[src/rtl/serial_io_ctrl.sv]
// Memory-mapped serial byte I/O controller: RX/TX FIFOs, DATA/STATUS/CTRL registers, rden/wren handshake FSMs.
// Optional build macro SERIAL_IO_LOOPBACK_EN adds CTRL[3] loopback (TX head moved straight into RX).
module serial_io_ctrl #(
  parameter int FIFO_DEPTH = 4,
  parameter int CNT_W      = 5
) (
  input  logic        clock,
  input  logic        reset,
  input  logic        io_sel,
  input  logic [1:0]  io_addr,
  input  logic        io_rd,
  input  logic        io_wr,
  input  logic [31:0] io_wdata,
  output logic [31:0] io_rdata,
  input  logic [7:0]  serial_in,
  input  logic        serial_valid_in,
  input  logic        serial_ready_in,
  output logic [7:0]  serial_out,
  output logic        serial_rden_out,
  output logic        serial_wren_out
);

  localparam int PTR_W = (FIFO_DEPTH > 1) ? $clog2(FIFO_DEPTH) : 1;

  typedef enum logic {RX_IDLE, RX_HOLD} rx_state_t;
  typedef enum logic {TX_IDLE, TX_HOLD} tx_state_t;

  logic [7:0]       rx_mem [FIFO_DEPTH];
  logic [7:0]       tx_mem [FIFO_DEPTH];
  logic [PTR_W-1:0] rx_wr_ptr_reg, rx_rd_ptr_reg;
  logic [PTR_W-1:0] tx_wr_ptr_reg, tx_rd_ptr_reg;
  logic [CNT_W-1:0] rx_count_reg, tx_count_reg;

  logic      rx_en_reg, tx_en_reg;
  logic      tx_drop_reg, rx_underflow_reg;
  rx_state_t rx_state_reg;
  tx_state_t tx_state_reg;
  logic [7:0] serial_out_reg;
  logic      rden_reg, wren_reg;

  logic       loopback;
  logic       rx_full, rx_empty, tx_full, tx_empty;
  logic [7:0] rx_head, tx_head;
  logic       data_rd, data_wr, ctrl_wr, clr_err;
  logic       rx_cap, tx_fire, loop_active;
  logic       rx_push, rx_pop, tx_push, tx_pop;
  logic [7:0] rx_push_data;
  logic [31:0] status_word;
  logic       unused_wdata;

  assign unused_wdata = ^io_wdata[31:3];

`ifdef SERIAL_IO_LOOPBACK_EN
  logic loopback_reg;
  always_ff @(posedge clock or posedge reset) begin
    if (reset)
      loopback_reg <= 1'b0;
    else if (ctrl_wr)
      loopback_reg <= io_wdata[3];
  end
  assign loopback = loopback_reg;
`else
  assign loopback = 1'b0;
`endif

  assign rx_full  = (rx_count_reg == CNT_W'(FIFO_DEPTH));
  assign rx_empty = (rx_count_reg == '0);
  assign tx_full  = (tx_count_reg == CNT_W'(FIFO_DEPTH));
  assign tx_empty = (tx_count_reg == '0);
  assign rx_head  = rx_mem[rx_rd_ptr_reg];
  assign tx_head  = tx_mem[tx_rd_ptr_reg];

  assign data_rd = io_sel & io_rd & (io_addr == 2'd0);
  assign data_wr = io_sel & io_wr & (io_addr == 2'd0);
  assign ctrl_wr = io_sel & io_wr & (io_addr == 2'd2);
  assign clr_err = ctrl_wr & io_wdata[2];

  // In loopback the RX FSM is parked and the TX FSM becomes the only RX producer.
  assign loop_active  = loopback;
  assign rx_cap       = (rx_state_reg == RX_IDLE) & ~loop_active & rx_en_reg & serial_valid_in & ~rx_full;
  assign tx_fire      = (tx_state_reg == TX_IDLE) & tx_en_reg & ~tx_empty &
                        (loop_active ? ~rx_full : serial_ready_in);
  assign rx_push      = rx_cap | (tx_fire & loop_active);
  assign rx_push_data = loop_active ? tx_head : serial_in;
  assign rx_pop       = data_rd & ~rx_empty;
  assign tx_push      = data_wr & ~tx_full;
  assign tx_pop       = tx_fire;

  // Storage arrays carry no reset; validity is tracked by the counts.
  always_ff @(posedge clock) begin
    if (rx_push)
      rx_mem[rx_wr_ptr_reg] <= rx_push_data;
    if (tx_push)
      tx_mem[tx_wr_ptr_reg] <= io_wdata[7:0];
  end

  always_ff @(posedge clock or posedge reset) begin
    if (reset) begin
      rx_wr_ptr_reg <= '0;
      rx_rd_ptr_reg <= '0;
      rx_count_reg  <= '0;
      tx_wr_ptr_reg <= '0;
      tx_rd_ptr_reg <= '0;
      tx_count_reg  <= '0;
    end else begin
      if (rx_push) rx_wr_ptr_reg <= rx_wr_ptr_reg + PTR_W'(1);
      if (rx_pop)  rx_rd_ptr_reg <= rx_rd_ptr_reg + PTR_W'(1);
      if (tx_push) tx_wr_ptr_reg <= tx_wr_ptr_reg + PTR_W'(1);
      if (tx_pop)  tx_rd_ptr_reg <= tx_rd_ptr_reg + PTR_W'(1);
      case ({rx_push, rx_pop})
        2'b10:   rx_count_reg <= rx_count_reg + CNT_W'(1);
        2'b01:   rx_count_reg <= rx_count_reg - CNT_W'(1);
        default: rx_count_reg <= rx_count_reg;
      endcase
      case ({tx_push, tx_pop})
        2'b10:   tx_count_reg <= tx_count_reg + CNT_W'(1);
        2'b01:   tx_count_reg <= tx_count_reg - CNT_W'(1);
        default: tx_count_reg <= tx_count_reg;
      endcase
    end
  end

  // A new error in the same cycle as clr_err keeps the flag set.
  always_ff @(posedge clock or posedge reset) begin
    if (reset) begin
      rx_en_reg        <= 1'b1;
      tx_en_reg        <= 1'b1;
      tx_drop_reg      <= 1'b0;
      rx_underflow_reg <= 1'b0;
    end else begin
      if (ctrl_wr) begin
        rx_en_reg <= io_wdata[0];
        tx_en_reg <= io_wdata[1];
      end
      if (data_wr & tx_full)
        tx_drop_reg <= 1'b1;
      else if (clr_err)
        tx_drop_reg <= 1'b0;
      if (data_rd & rx_empty)
        rx_underflow_reg <= 1'b1;
      else if (clr_err)
        rx_underflow_reg <= 1'b0;
    end
  end

  always_ff @(posedge clock or posedge reset) begin
    if (reset) begin
      rx_state_reg <= RX_IDLE;
      rden_reg     <= 1'b0;
    end else begin
      case (rx_state_reg)
        RX_IDLE: if (rx_cap) begin
          rden_reg     <= 1'b1;
          rx_state_reg <= RX_HOLD;
        end
        RX_HOLD: begin
          rden_reg     <= 1'b0;
          rx_state_reg <= RX_IDLE;
        end
        default: rx_state_reg <= RX_IDLE;
      endcase
    end
  end

  always_ff @(posedge clock or posedge reset) begin
    if (reset) begin
      tx_state_reg   <= TX_IDLE;
      serial_out_reg <= 8'd0;
      wren_reg       <= 1'b0;
    end else begin
      case (tx_state_reg)
        TX_IDLE: if (tx_fire) begin
          tx_state_reg <= TX_HOLD;
          if (!loop_active) begin
            serial_out_reg <= tx_head;
            wren_reg       <= 1'b1;
          end
        end
        TX_HOLD: begin
          wren_reg     <= 1'b0;
          tx_state_reg <= TX_IDLE;
        end
        default: tx_state_reg <= TX_IDLE;
      endcase
    end
  end

  always_comb begin
    status_word                = '0;
    status_word[0]             = ~rx_empty;
    status_word[1]             = tx_full;
    status_word[2]             = tx_drop_reg;
    status_word[3]             = rx_underflow_reg;
    status_word[8 +: CNT_W]    = rx_count_reg;
    status_word[16 +: CNT_W]   = tx_count_reg;
  end

  always_comb begin
    io_rdata = '0;
    if (io_sel) begin
      case (io_addr)
        2'd0:    io_rdata = {24'd0, rx_empty ? 8'd0 : rx_head};
        2'd1:    io_rdata = status_word;
        2'd2:    io_rdata = {28'd0, loopback, 1'b0, tx_en_reg, rx_en_reg};
        default: io_rdata = '0;
      endcase
    end
  end

  assign serial_out      = serial_out_reg;
  assign serial_rden_out = rden_reg;
  assign serial_wren_out = wren_reg;

endmodule

[config.mk]
export PLATFORM = sky130hd
export DESIGN_NAME = serial_io_ctrl
export DESIGN_NICKNAME = d
export VERILOG_FILES = /design/src/rtl/serial_io_ctrl.sv
export SDC_FILE = /design/constraint.sdc
export NUM_CORES = 1
export LEC_CHECK = 0
export CORE_MARGIN = 2
export CORE_UTILIZATION = 48
export DETAILED_ROUTE_END_ITERATION = 12
export GPL_ROUTABILITY_DRIVEN = 1
export MAX_ROUTING_LAYER = met4
export PLACE_DENSITY = 0.75
export SLEW_MARGIN = 20
export SYNTH_ARGS = -nofsm -noshare
export SYNTH_HDL_FRONTEND = slang
export SYNTH_SLANG_ARGS = --single-unit
[constraint.sdc]
create_clock -name clock -period 4.2 [get_ports clock]
set_clock_uncertainty 0.1 [all_clocks]
set_input_delay 0.42 -clock clock [delete_from_list [all_inputs] [get_ports clock]]
set_output_delay 0.42 -clock clock [all_outputs]
set_load 0.02 [all_outputs]
==> reports/results.ini, run 1 <==
[outcome]
status=finished, final reports clean

[die]
die_h_um=100
die-area_um2=10100
core_um2=9110
rows=35
start_util=0.490
die_w_um=100
ioPinCount=91

[finish]
final_util=0.574
insertedDiodeCount=0
areaGrowthSynthToFinish_pct=17.3
drive_above_1_share=0.161
fin_nets=415
fillers=757

[flow_run]
drv_cap=0

[setup_path]
r2r-end=rx_count_reg[4]
crit-reg2reg-launch=rx_count_reg[0]
reg2reg_depth=10
crit_path_max_incr_delay_ns=0.59
critPathRequiredTime_ns=4.36
critPathSlowestCell=nor4_1
cpLargestDelayFamily=simple AND/OR/NAND/NOR gates
worst-path-max-fanout=9
cpMostUsedCell=ha_1
critical_path_class=reg -> reg
worst_setup_path_start_kind=register
r2r_slack_ns=0.85
crit_path_cell_trace=nor4_1 -> a21oi_1 -> buf_4 -> and3_1 -> ha_1 -> ha_1 -> nor2b_1 -> o21a_1 -> or2_2 -> o311ai_0
path_buf_inv=1
cp.arrival_ns=3.50
worstSetupEndpointType=register

[synthesis]
netlist.area_leader.share=0.431
yosysUniqueCellTypes=49
synth_ff_type=edfxtp_1
yosys-top-cells-area=edfxtp_1 43%, dfrtp_1 18%, mux4_2 8.1%, ha_1 4.2%, mux2_4 2.7%
yosys_warnings=0
syn_area_um2=4460
yosysTopAreaCell=edfxtp_1
avgSynthCellArea_um2=15.2
synth-edff-count=64
yosys-top-cells-count=64 x edfxtp_1, 32 x dfrtp_1, 16 x mux4_2
ys_seq_area_frac=0.622
syn_inst=294
yosys_register_bits=98
synth-async-reset-ratio=0.347
synth.most_common_cell=edfxtp_1

[global_route]
grt_max_degree=27
grt_pass1_vias=2581
grt_antenna_before_repair=0
grt_pass1_wl_um=12900
grtUsageTotal=0.176
grt-ovfl-total=0

[worst_hold_path]
min_path_type=in -> async

[drt]
drt_iter0_drc=121
vias=2443
wl_per_cell_um=16.8
drc_errors=0
first_pass_iters=4
ant_nets=0
wirelength_um=7830
viasPerCell=5.24

[timing]
rsz0062_at_grt=no
period_share=0.797
setup_tns_ns=0
hold_viol_final=0
setup_viol=0
worst_pin_slew_ns=0.606
final_max_slew_viol_count=0
fmax_mhz=299
period_minus_slack_ns=3.35
hold_slack_ns=0.315
relSlewSlack=0.593

[clock_network]
cts_htree_levels=3
root_buffer=clkbuf_8
cts_resized=0
cts_buffers=9
clock_insertion_delay_worst_skew_ns=0.36
clock_path_buffers=2
cts_tree=yes
hold_buffers=0
clock_sink_count=98
clkTransAtPathRegs_ns=0.10
post_cts.repair.setup_buffers=0

[power]
leakage_nw=2.03
seqPwrFrac=0.492
p_sw_frac=0.332
internal_power_mw=1.97
pwr-share-clk=0.195
p_per_area_nw_per_um2=565
vdd_ir_drop_max_mv=0.237
power_frac_comb=0.313
switchingPower_mw=0.980

[place]
place.gp.congestion=0.796
hpwl_um=5570
portBuffers=52

## cells in the final DEF, fill, tap and decap left out, types with 4 or more instances in the layout
master           instances
ha_1                    15
a21oi_1                  7
inv_1                   14
nor2_1                   4
clkdlybuf4s50_1         52
nand2_1                 12
and2_1                   8
dfrtp_1                 32
mux2_2                   4
mux2_4                   8
xnor2_1                  8
conb_1                  14
o21ai_0                 10
and3_1                  15
mux4_2                  16
xor2_1                   7
edfxtp_1                64
buf_4                    4
clkbuf_8                 9
## power by group through the flow
stage	Clock (mW)	Sequential, mW	Combinational, mW
2_1_floorplan	0	1.40	0.711
3_3_place_gp	0	1.47	0.904
4_1_cts	0.590	1.46	0.938
3_5_place_dp	0	1.48	0.935
5_1_grt	0.634	1.49	1.02
6_report	0.576	1.45	0.926
## layer usage
layer | global-route usage | up-vias | part of all wire
met5 | - | - | 0
met4 | 0.0664 | 0 | 0.016
met3 | 0.0279 | 9 | 0.024
met2 | 0.291 | 46 | 0.53
met1 | 0.222 | 1217 | 0.43
li1 | - | 1171 | -
## worst max-delay path by stage
stage	from	to	slack, ns	cells past startpoint
after global routing	rx_count_reg[0]	rx_count_reg[4]	0.71	10
final	rx_count_reg[0]	rx_count_reg[4]	0.85	10
after detailed placement	io_addr[0]	tx_count_reg[4]	0.81	11
after global placement	io_addr[0]	tx_count_reg[4]	0.87	11
after CTS	rx_count_reg[0]	rx_count_reg[4]	0.89	10
after floorplan	rx_count_reg[0]	rx_count_reg[4]	1.23	9
## stage by stage
| stage | setup slack, ns | total power [mW] | std cells | instance area [µm²] |
|---|---|---|---|---|
| after CTS | 0.895 | 2.99 | 466 | 5230 |
| after global placement | 0.868 | 2.37 | 450 | 5040 |
| after detailed placement | 0.807 | 2.41 | 450 | 5040 |
| after floorplan | 1.23 | 2.11 | 307 | 4510 |
| after global routing | 0.705 | 3.14 | 466 | 5230 |
| final | 0.854 | 2.95 | 466 | 5230 |
## cells by family (layout without fill, tap and decap cells)
logic type,after synthesis,in the layout,share of synthesized area
xor gates and xnor gates,15,15,0.0295
buffers and inverters,40,88,0.0483
DFF,98,98,0.622
muxes,29,29,0.120
AOI/OAI and AO/OA,33,33,0.0497
other,1,14,0.000841
and+or+nand+nor,62,62,0.0828
adders and majority gates,16,16,0.0466
## area by class of cell
class                           instances  area, µm²  area share
Sequential cell                        98       2780       0.531
Multi-Input combinational cell        169       1520       0.290
Timing Repair Buffer                   56        551       0.105
Tap cell                              111        139      0.0266
Clock buffer                           10        128      0.0244
Inverter                               16       62.6      0.0120
Clock inverter                          6       57.6      0.0110
No activity file was read; power rests on OpenSTA's default activity.
==> run 2: changes to the inputs <==
- clock period: 4.2 -> 3.1 ns (I/O delays scaled with it)
==> reports/results.ini, run 2 (synthesized netlist as in run 1, its figures left out) <==
[outcome]
status=finished, final reports clean

[drt]
ant_nets=0
wirelength_um=7770
vias=2549
drt_iter0_drc=177
first_pass_iters=4
wl_per_cell_um=16.3
viasPerCell=5.36
drc_errors=0

[setup_path]
worst_setup_path_start_kind=register
crit_path_max_incr_delay_ns=0.60
cpLargestDelayFamily=simple AND/OR/NAND/NOR gates
path_buf_inv=1
critPathRequiredTime_ns=3.30
worst-path-stages=10
reg2reg_depth=10
cp.arrival_ns=3.08
crit_path_cell_trace=or4_4 -> o21ai_4 -> inv_1 -> ha_1 -> xor2_1 -> ha_1 -> a21oi_1 -> or3_1 -> a31oi_1 -> xor2_1
r2r_slack_ns=0.21
r2r-end=tx_count_reg[4]
crit-reg2reg-launch=tx_count_reg[0]
worstSetupEndpointType=register
critPathSlowestCell=or4_4
critPathCapture=tx_count_reg[4]
crit_start=tx_count_reg[0]
worst-path-max-fanout=6
critical_path_class=reg -> reg

[die]
start_util=0.490
core_um2=9110
ioPinCount=91
die_h_um=100
rows=35
die-area_um2=10100
die_w_um=100

[clock_network]
root_buffer=clkbuf_8
cts_htree_levels=3
clock_sink_count=98
cts_tree=yes
clkTransAtPathRegs_ns=0.10
clock_insertion_delay_worst_skew_ns=0.37
clock_path_buffers=2
cts_buffers=9

[finish]
fin_nets=425
layout_common_cells=64 x edfxtp_1, 51 x clkdlybuf4s50_1, 32 x dfrtp_1
final_util=0.584
areaGrowthSynthToFinish_pct=19.3
final_common_cell=edfxtp_1
insertedDiodeCount=0
drive_above_1_share=0.186

[global_route]
grt-ovfl-total=0
grt_pass1_wl_um=12800
grt_pass1_vias=2536
grt_max_degree=20
grt_antenna_before_repair=0
grtUsageTotal=0.175

[power]
vdd_ir_drop_max_mv=0.278
p_per_area_nw_per_um2=763
finalPower_mw=4.06
leakage_nw=2.10

[timing]
setup_tns_ns=0
relSlewSlack=0.616
setup_ws_ns=0.215
fmax_mhz=347
period_minus_slack_ns=2.89
hold_slack_ns=0.160
setup_viol=0
hold_viol_final=0
period_share=0.931
worst_pin_slew_ns=0.576
final_max_slew_viol_count=0
rsz0062_at_grt=no

[place]
portBuffers=52
place_worst_setup_slack_ns=0.170
hpwl_um=5550
place.gp.congestion=0.873

[flow_run]
drv_cap=0

[worst_hold_path]
min_path_type=in -> async

## run 2: worst min path at each step
| stage | startpoint | to | cells after the start |
|---|---|---|---|
| 2_1_floorplan | serial_in[0] | rx_mem[0][0] | 0 |
| 3_3_place_gp | tx_state_reg | serial_wren_out | 1 |
| 3_5_place_dp | tx_state_reg | serial_wren_out | 1 |
| 4_1_cts | reset | rx_state_reg | 2 |
| 5_1_grt | reset | rx_state_reg | 2 |
| 6_report | reset | rx_count_reg[4] | 2 |
## run 2: report_power, final
| part | internal [mW] | switching (mW) |
|---|---|---|
| Sequential | 1.66 | 0.294 |
| Clock | 0.314 | 0.481 |
| Combinational | 0.745 | 0.571 |
## run 2: area by class of cell
cell class                 count  area [µm²]
clock buffer                   9         124
clock inverter                 7        67.6
fill                         714        3790
inverter                      16        62.6
multi-input combinational    169        1520
sequential                    98        2780
tap                          111         139
timing repair buffer          66         628
## run 2: per-stage QoR
step	instances	instance area [µm²]
6_report	476	5320
5_1_grt	476	5320
4_1_cts	476	5310
3_3_place_gp	460	5120
2_1_floorplan	307	4510
3_5_place_dp	460	5120
## run 2: layer usage
layer	global-route usage	part of all wire	vias up
li1	-	-	1192
met1	0.216	0.44	1292
met2	0.287	0.52	53
met3	0.0279	0.028	12
met4	0.0790	0.019	0
met5	-	0	-
## run 2: what timing repair did
action / CTS / global route
resized for setup: 0 / 2
setup endpoints to repair: 0 / 2
hold buffers: 0 / 0
buffers inserted: 0 / 0
